## src/rtl/hazard_unit_mc_if.sv

```systemverilog
// Hazard-unit signal bundle between the pipeline datapath and the hazard unit.
// master = datapath side (drives register fields/enables), slave = hazard unit.
interface hazard_unit_mc_if #(
  parameter int REG_AW = 5
);
  logic [REG_AW-1:0] Rs1D;
  logic [REG_AW-1:0] Rs2D;
  logic [REG_AW-1:0] Rs1E;
  logic [REG_AW-1:0] Rs2E;
  logic [REG_AW-1:0] RdE;
  logic [REG_AW-1:0] RdM;
  logic [REG_AW-1:0] RdW;
  logic              RegWriteM;
  logic              RegWriteW;
  logic              ResultSrcE0;
  logic              PCSrcE;
  logic              DivStartE;
  logic [1:0]        ForwardAE;
  logic [1:0]        ForwardBE;
  logic              StallF;
  logic              StallD;
  logic              StallE;
  logic              FlushD;
  logic              FlushE;
  logic              FlushM;
  logic              DivBusy;
  logic              DivDoneE;

  modport master (
    output Rs1D, Rs2D, Rs1E, Rs2E, RdE, RdM, RdW,
    output RegWriteM, RegWriteW, ResultSrcE0, PCSrcE, DivStartE,
    input  ForwardAE, ForwardBE, StallF, StallD, StallE,
    input  FlushD, FlushE, FlushM, DivBusy, DivDoneE
  );

  modport slave (
    input  Rs1D, Rs2D, Rs1E, Rs2E, RdE, RdM, RdW,
    input  RegWriteM, RegWriteW, ResultSrcE0, PCSrcE, DivStartE,
    output ForwardAE, ForwardBE, StallF, StallD, StallE,
    output FlushD, FlushE, FlushM, DivBusy, DivDoneE
  );
endinterface

```

## src/rtl/hazard_unit_mc.sv

```systemverilog
// Hazard unit for the 5-stage RV32 core: EX forwarding, load-use stall, branch flush,
// and an occupancy FSM that freezes F/D/E while a multi-cycle (divider) op holds Execute.
module hazard_unit_mc #(
  parameter int REG_AW  = 5,
  parameter int DIV_LAT = 8,
  parameter int CNT_W   = 8
) (
  input  logic             clk,
  input  logic             reset,
  hazard_unit_mc_if.slave  hz
);
  typedef enum logic {S_IDLE, S_BUSY} state_t;

  localparam logic [REG_AW-1:0] ZERO_REG = '0;
  localparam logic [CNT_W-1:0]  CNT_LOAD = CNT_W'(DIV_LAT - 1);
  localparam logic [CNT_W-1:0]  CNT_ONE  = CNT_W'(1);

  state_t           r_state;
  state_t           w_state_next;
  logic [CNT_W-1:0] r_cnt;
  logic [CNT_W-1:0] w_cnt_next;
  logic             w_div_stall;
  logic             w_div_done;
  logic             w_lw_stall;
  logic [1:0]       w_fwd_a;
  logic [1:0]       w_fwd_b;

  // M stage wins over W; register 0 is hardwired and never forwarded.
  function automatic logic [1:0] fwd_sel(
    input logic [REG_AW-1:0] rs,
    input logic              reg_write_m,
    input logic [REG_AW-1:0] rd_m,
    input logic              reg_write_w,
    input logic [REG_AW-1:0] rd_w
  );
    if (reg_write_m && (rd_m != ZERO_REG) && (rd_m == rs))
      return 2'b10;
    else if (reg_write_w && (rd_w != ZERO_REG) && (rd_w == rs))
      return 2'b01;
    else
      return 2'b00;
  endfunction

  assign w_fwd_a = fwd_sel(hz.Rs1E, hz.RegWriteM, hz.RdM, hz.RegWriteW, hz.RdW);
  assign w_fwd_b = fwd_sel(hz.Rs2E, hz.RegWriteM, hz.RdM, hz.RegWriteW, hz.RdW);

  assign w_lw_stall = hz.ResultSrcE0 && (hz.RdE != ZERO_REG) &&
                      ((hz.RdE == hz.Rs1D) || (hz.RdE == hz.Rs2D));

  always_ff @(posedge clk) begin
    if (!reset) begin
      r_state <= S_IDLE;
      r_cnt   <= '0;
    end else begin
      r_state <= w_state_next;
      r_cnt   <= w_cnt_next;
    end
  end

  // DivStartE is not looked at in BUSY, so a held start only re-arms once back in IDLE.
  always_comb begin
    w_state_next = r_state;
    w_cnt_next   = r_cnt;
    w_div_stall  = 1'b0;
    w_div_done   = 1'b0;
    case (r_state)
      S_IDLE: begin
        if (hz.DivStartE) begin
          w_state_next = S_BUSY;
          w_cnt_next   = CNT_LOAD;
          w_div_stall  = 1'b1;
        end
      end
      S_BUSY: begin
        if (r_cnt != '0) begin
          w_cnt_next  = r_cnt - CNT_ONE;
          w_div_stall = 1'b1;
        end else begin
          w_state_next = S_IDLE;
          w_div_done   = 1'b1;
        end
      end
      default: w_state_next = S_IDLE;
    endcase
  end

  always_comb begin
    hz.ForwardAE = 2'b00;
    hz.ForwardBE = 2'b00;
    hz.StallF    = 1'b0;
    hz.StallD    = 1'b0;
    hz.StallE    = 1'b0;
    hz.FlushD    = 1'b0;
    hz.FlushE    = 1'b0;
    hz.FlushM    = 1'b0;
    hz.DivDoneE  = 1'b0;
    if (!reset) begin
      hz.FlushD = 1'b1;
      hz.FlushE = 1'b1;
      hz.FlushM = 1'b1;
    end else begin
      hz.ForwardAE = w_fwd_a;
      hz.ForwardBE = w_fwd_b;
      hz.DivDoneE  = w_div_done;
      if (w_div_stall) begin
        // Freeze the front end and push a bubble into M; a divide is never a branch.
        hz.StallF = 1'b1;
        hz.StallD = 1'b1;
        hz.StallE = 1'b1;
        hz.FlushM = 1'b1;
      end else begin
        hz.StallF = w_lw_stall;
        hz.StallD = w_lw_stall;
        hz.FlushD = hz.PCSrcE;
        hz.FlushE = w_lw_stall || hz.PCSrcE;
      end
    end
  end

  assign hz.DivBusy = (r_state == S_BUSY);
endmodule
```

## src/flat_wrapper.sv

```systemverilog
// flat-port wrapper written by rule: the top's interface ports become plain ports
module hazard_unit_mc_flat 
#(
  parameter int REG_AW  = 5,
  parameter int DIV_LAT = 8,
  parameter int CNT_W   = 8
)
  (clk, reset, hz_Rs1D, hz_Rs2D, hz_Rs1E, hz_Rs2E, hz_RdE, hz_RdM, hz_RdW, hz_RegWriteM, hz_RegWriteW, hz_ResultSrcE0, hz_PCSrcE, hz_DivStartE, hz_ForwardAE, hz_ForwardBE, hz_StallF, hz_StallD, hz_StallE, hz_FlushD, hz_FlushE, hz_FlushM, hz_DivBusy, hz_DivDoneE);
  hazard_unit_mc_if #(.REG_AW(REG_AW)) hz_i ();
  input  logic clk;
  input  logic reset;
  input wire logic [$bits(hz_i.Rs1D)-1:0] hz_Rs1D;
  input wire logic [$bits(hz_i.Rs2D)-1:0] hz_Rs2D;
  input wire logic [$bits(hz_i.Rs1E)-1:0] hz_Rs1E;
  input wire logic [$bits(hz_i.Rs2E)-1:0] hz_Rs2E;
  input wire logic [$bits(hz_i.RdE)-1:0] hz_RdE;
  input wire logic [$bits(hz_i.RdM)-1:0] hz_RdM;
  input wire logic [$bits(hz_i.RdW)-1:0] hz_RdW;
  input wire logic [$bits(hz_i.RegWriteM)-1:0] hz_RegWriteM;
  input wire logic [$bits(hz_i.RegWriteW)-1:0] hz_RegWriteW;
  input wire logic [$bits(hz_i.ResultSrcE0)-1:0] hz_ResultSrcE0;
  input wire logic [$bits(hz_i.PCSrcE)-1:0] hz_PCSrcE;
  input wire logic [$bits(hz_i.DivStartE)-1:0] hz_DivStartE;
  output wire logic [$bits(hz_i.ForwardAE)-1:0] hz_ForwardAE;
  output wire logic [$bits(hz_i.ForwardBE)-1:0] hz_ForwardBE;
  output wire logic [$bits(hz_i.StallF)-1:0] hz_StallF;
  output wire logic [$bits(hz_i.StallD)-1:0] hz_StallD;
  output wire logic [$bits(hz_i.StallE)-1:0] hz_StallE;
  output wire logic [$bits(hz_i.FlushD)-1:0] hz_FlushD;
  output wire logic [$bits(hz_i.FlushE)-1:0] hz_FlushE;
  output wire logic [$bits(hz_i.FlushM)-1:0] hz_FlushM;
  output wire logic [$bits(hz_i.DivBusy)-1:0] hz_DivBusy;
  output wire logic [$bits(hz_i.DivDoneE)-1:0] hz_DivDoneE;
  assign hz_i.Rs1D = hz_Rs1D;
  assign hz_i.Rs2D = hz_Rs2D;
  assign hz_i.Rs1E = hz_Rs1E;
  assign hz_i.Rs2E = hz_Rs2E;
  assign hz_i.RdE = hz_RdE;
  assign hz_i.RdM = hz_RdM;
  assign hz_i.RdW = hz_RdW;
  assign hz_i.RegWriteM = hz_RegWriteM;
  assign hz_i.RegWriteW = hz_RegWriteW;
  assign hz_i.ResultSrcE0 = hz_ResultSrcE0;
  assign hz_i.PCSrcE = hz_PCSrcE;
  assign hz_i.DivStartE = hz_DivStartE;
  assign hz_ForwardAE = hz_i.ForwardAE;
  assign hz_ForwardBE = hz_i.ForwardBE;
  assign hz_StallF = hz_i.StallF;
  assign hz_StallD = hz_i.StallD;
  assign hz_StallE = hz_i.StallE;
  assign hz_FlushD = hz_i.FlushD;
  assign hz_FlushE = hz_i.FlushE;
  assign hz_FlushM = hz_i.FlushM;
  assign hz_DivBusy = hz_i.DivBusy;
  assign hz_DivDoneE = hz_i.DivDoneE;
  hazard_unit_mc #(.REG_AW(REG_AW), .DIV_LAT(DIV_LAT), .CNT_W(CNT_W)) u_core (.clk(clk), .reset(reset), .hz(hz_i));
endmodule
```

## config.mk

```make
export PLATFORM = sky130hd
export DESIGN_NAME = hazard_unit_mc_flat
export DESIGN_NICKNAME = d
export VERILOG_FILES = /design/src/rtl/hazard_unit_mc_if.sv /design/src/rtl/hazard_unit_mc.sv /design/src/flat_wrapper.sv
export SDC_FILE = /design/constraint.sdc
export NUM_CORES = 1
export LEC_CHECK = 0
export ABC_AREA = 1
export BUFFER_PORTS_ARGS = -buffer_cell sky130_fd_sc_hd__buf_2
export CAP_MARGIN = 20
export CORE_AREA = 2 2 59 61
export DETAILED_ROUTE_END_ITERATION = 8
export DIE_AREA = 0 0 61 63
export SLEW_MARGIN = 0
export SYNTH_ARGS = -nofsm -noshare
export SYNTH_HDL_FRONTEND = slang
export SYNTH_SLANG_ARGS = --single-unit
export TNS_END_PERCENT = 20
```

## constraint.sdc

```tcl
create_clock -name clk -period 3.1 [get_ports clk]
set_input_delay 0.31 -clock clk [delete_from_list [all_inputs] [get_ports clk]]
set_output_delay 0.31 -clock clk [all_outputs]
set_load 0.02 [all_outputs]
```

==> out/metrics.cfg <==
[routing]
firstDrtPassIters = 4
totalWireLength_um = 2610
viasPerCell = 4.34
routedWlPerCell_um = 8.87
drtAntennaViolNets = 0
vias = 1275
drc = 0
first_iter_violations = 29

[layout]
fin_cells = 294
n_antenna_cell = 0
drive_gt1_share_pct = 27.4
area_growth_pct = 31.5
fin_nets = 293

[clock_network]
holdBufCountCts = 0
cts_buffers = 3
cts_tree = built
ctsHtreeMaxLevel = 1
cts_setup_buffers = 0
ctsRootBufferMaster = clkbuf_4
cts_resized = 0
insertion_delay_ns = 0.27
cts.clk_slew.worst_paths_ns = 0.07
clock_path_buffers = 2
cts.sinks = 9

[sta]
min_period_over_period_pct = 64.5
hold_violations = 0
worst-slew-pin-transition_ns = 0.304
fmaxAchievable_mhz = 500
tns_ns = 0
setup_violations = 0
finClkSkew_ns = 0.00203
max_slew_margin_pct = 79.7
rsz0062_at_grt = no
hold_ws_ns = 0.355
slew_viol_final = 0
period_minus_slack_ns = 2.00

[placement]
dpl.cell_count = 290
port_buffers = 53
hpwl_um = 2330
gp_congestion = 0.798

[global_routing]
grt_usage_pct = 15.5
grt_pass1_vias = 1232
grt_max_degree = 9
antenna_found_initial = 0
grt_pass1_wl_um = 4770
grt-ovfl-total = 0

[logic_synthesis]
synthXorXnorAreaFrac_pct = 15.3
yosys.area_share.adder_pct = 2.30
synth_seq_cells = 9
synth_nets = 236
yosys_most_used_dff = dfxtp_1
synth_warnings = 0
synth.area.mux_share_pct = 0
yosys-top-cells-count = nand2_1, inv_1, nor2_1
yosysTopAreaCellShare_pct = 19.0
synth_top_family_by_area = simple AND/OR/NAND/NOR gates
yosysSeqAreaShare_pct = 16.6
avgSynthCellArea_um2 = 5.67
synth.largest_area_cell = nand2_1
synth_area_leaders = nand2_1, dfxtp_1, xnor2_1
synth_compound_area_share_pct = 7.70
async_flop_share_pct = 0
synth_edf_count = 0
synthDistinctLibCells = 25
syn_inst = 192
synthSimpleGateAreaFrac_pct = 44.8
syn_area_um2 = 1090
yosysMostFrequentCell = nand2_1

[run]
drv_cap = 0

[floorplanning]
core-area_um2 = 3230
chipHeight_um = 63
die_x_um = 61
initial_core_util_pct = 33.7
rows = 21
dieArea_um2 = 3840
ios = 54

[min_path]
holdPathStages = 4
holdPathEnd = u_core.r_cnt[3]
worstHoldStart = hz_DivStartE
hold_path_class = primary input to register

[worst_setup_path]
path_class = register to output port
path_max_fanout = 8
cp_data_required_time_ns = 2.79
rrSetupSlack_ns = 1.72
worstSetupStartpointType = register
r2r_end = u_core.r_cnt[5]
r2r_start = u_core.r_cnt[0]
critPathArrivalTime_ns = 1.69
r2r_cells = 11
end_kind = output port

[power_and_ir_drop]
p_per_area_nw_per_um2 = 334
p_leak_nw = 0.815
peakVddDrop_mv = 0.120

[status]
run_status = finished, final reports clean

[layer usage]
metal  wire (µm)  up-vias  track usage [%]
li1            -      703                -
met1        1180      531             18.5
met2        1240       37             27.6
met3         173        4             3.93
met4          18        0             2.45
met5           0        -                0
[cell usage in the layout, fill, tap and decap left out]
cell,netlist,final
or2_2,1,1
o21ai_1,1,1
nand4_1,4,4
nand2_4,2,2
or2_1,1,1
nand2_1,55,55
inv_4,1,1
inv_2,2,2
ha_1,2,2
o21ai_0,5,5
clkinv_2,0,1
nor4_1,2,2
nor3_1,3,3
dfxtp_1,9,9
nand3_1,12,12
nand3b_1,1,1
o22ai_1,2,2
nand2_2,2,2
a21oi_1,5,5
nand3_2,1,1
nor2_2,1,1
nor2_1,26,26
clkbuf_4,0,3
buf_2,0,53
xnor2_1,19,19
inv_1,33,33
a21oi_4,1,1
[state kept, by name, indices dropped and copies added (netlist names)]
name	count
u_core.hz.DivBusy	1
u_core.r_cnt	8
[worst max path at each step]
stage | startpoint | to | slack (ns)
3_3_place_gp | u_core.r_cnt[0] | hz_StallF | 1.42
3_5_place_dp | u_core.r_cnt[0] | hz_StallF | 1.38
6_report | u_core.r_cnt[0] | hz_StallF | 1.10
2_1_floorplan | u_core.r_cnt[0] | hz_StallF | 1.36
4_1_cts | u_core.r_cnt[0] | hz_StallF | 1.08
5_1_grt | u_core.r_cnt[0] | hz_StallD | 0.93
[metrics by stage]
| step | power [mW] | setup WS (ns) | area [µm²] | util, % |
|---|---|---|---|---|
| finish | 0.478 | 1.10 | 1430 | 44.3 |
| global route | 0.524 | 0.926 | 1430 | 44.3 |
| CTS | 0.482 | 1.08 | 1430 | 44.3 |
| detailed placement | 0.386 | 1.38 | 1400 | 43.4 |
| global placement | 0.387 | 1.42 | 1400 | 43.4 |
| floorplan | 0.310 | 1.36 | 1090 | - |
[worst max-delay path, stage by stage (launching register included)]
cell and delay (ns):
dfxtp_1 0.31, inv_1 0.11, ha_1 0.18, nand2_1 0.05, nor2_1 0.14, nand2_2 0.10
nand2_4 0.14, inv_4 0.06, nand2_2 0.10, nand2_1 0.07, buf_2 0.16
[report_power, final]
part / switching (mW) / total, mW / leakage, nW / internal (mW)
combinational: 0.142 / 0.237 / 0.723 / 0.0950
sequential: 0.0127 / 0.144 / 0.0742 / 0.131
clock: 0.0488 / 0.0967 / 0.0177 / 0.0478
total: 0.204 / 0.478 / 0.815 / 0.274
[layout make-up]
class / instances / area (µm²)
clock buffers: 3 / 22.5
clock inverters: 1 / 5.00
fillers: 355 / 1800
inverters: 36 / 138
multi-input cells: 146 / 763
flip-flops and latches: 9 / 180
well taps: 46 / 57.6
repair buffers: 53 / 265
[kinds of logic (layout without fill, tap and decap cells)]
kind of cell / count (synthesis) / after routing
buf+inv: 37 / 93
fa+ha+maj: 2 / 2
simple gates: 111 / 111
xor+xnor: 19 / 19
compound gates: 14 / 14
flops: 9 / 9
Note: power is estimated with default switching activity, not from simulation.
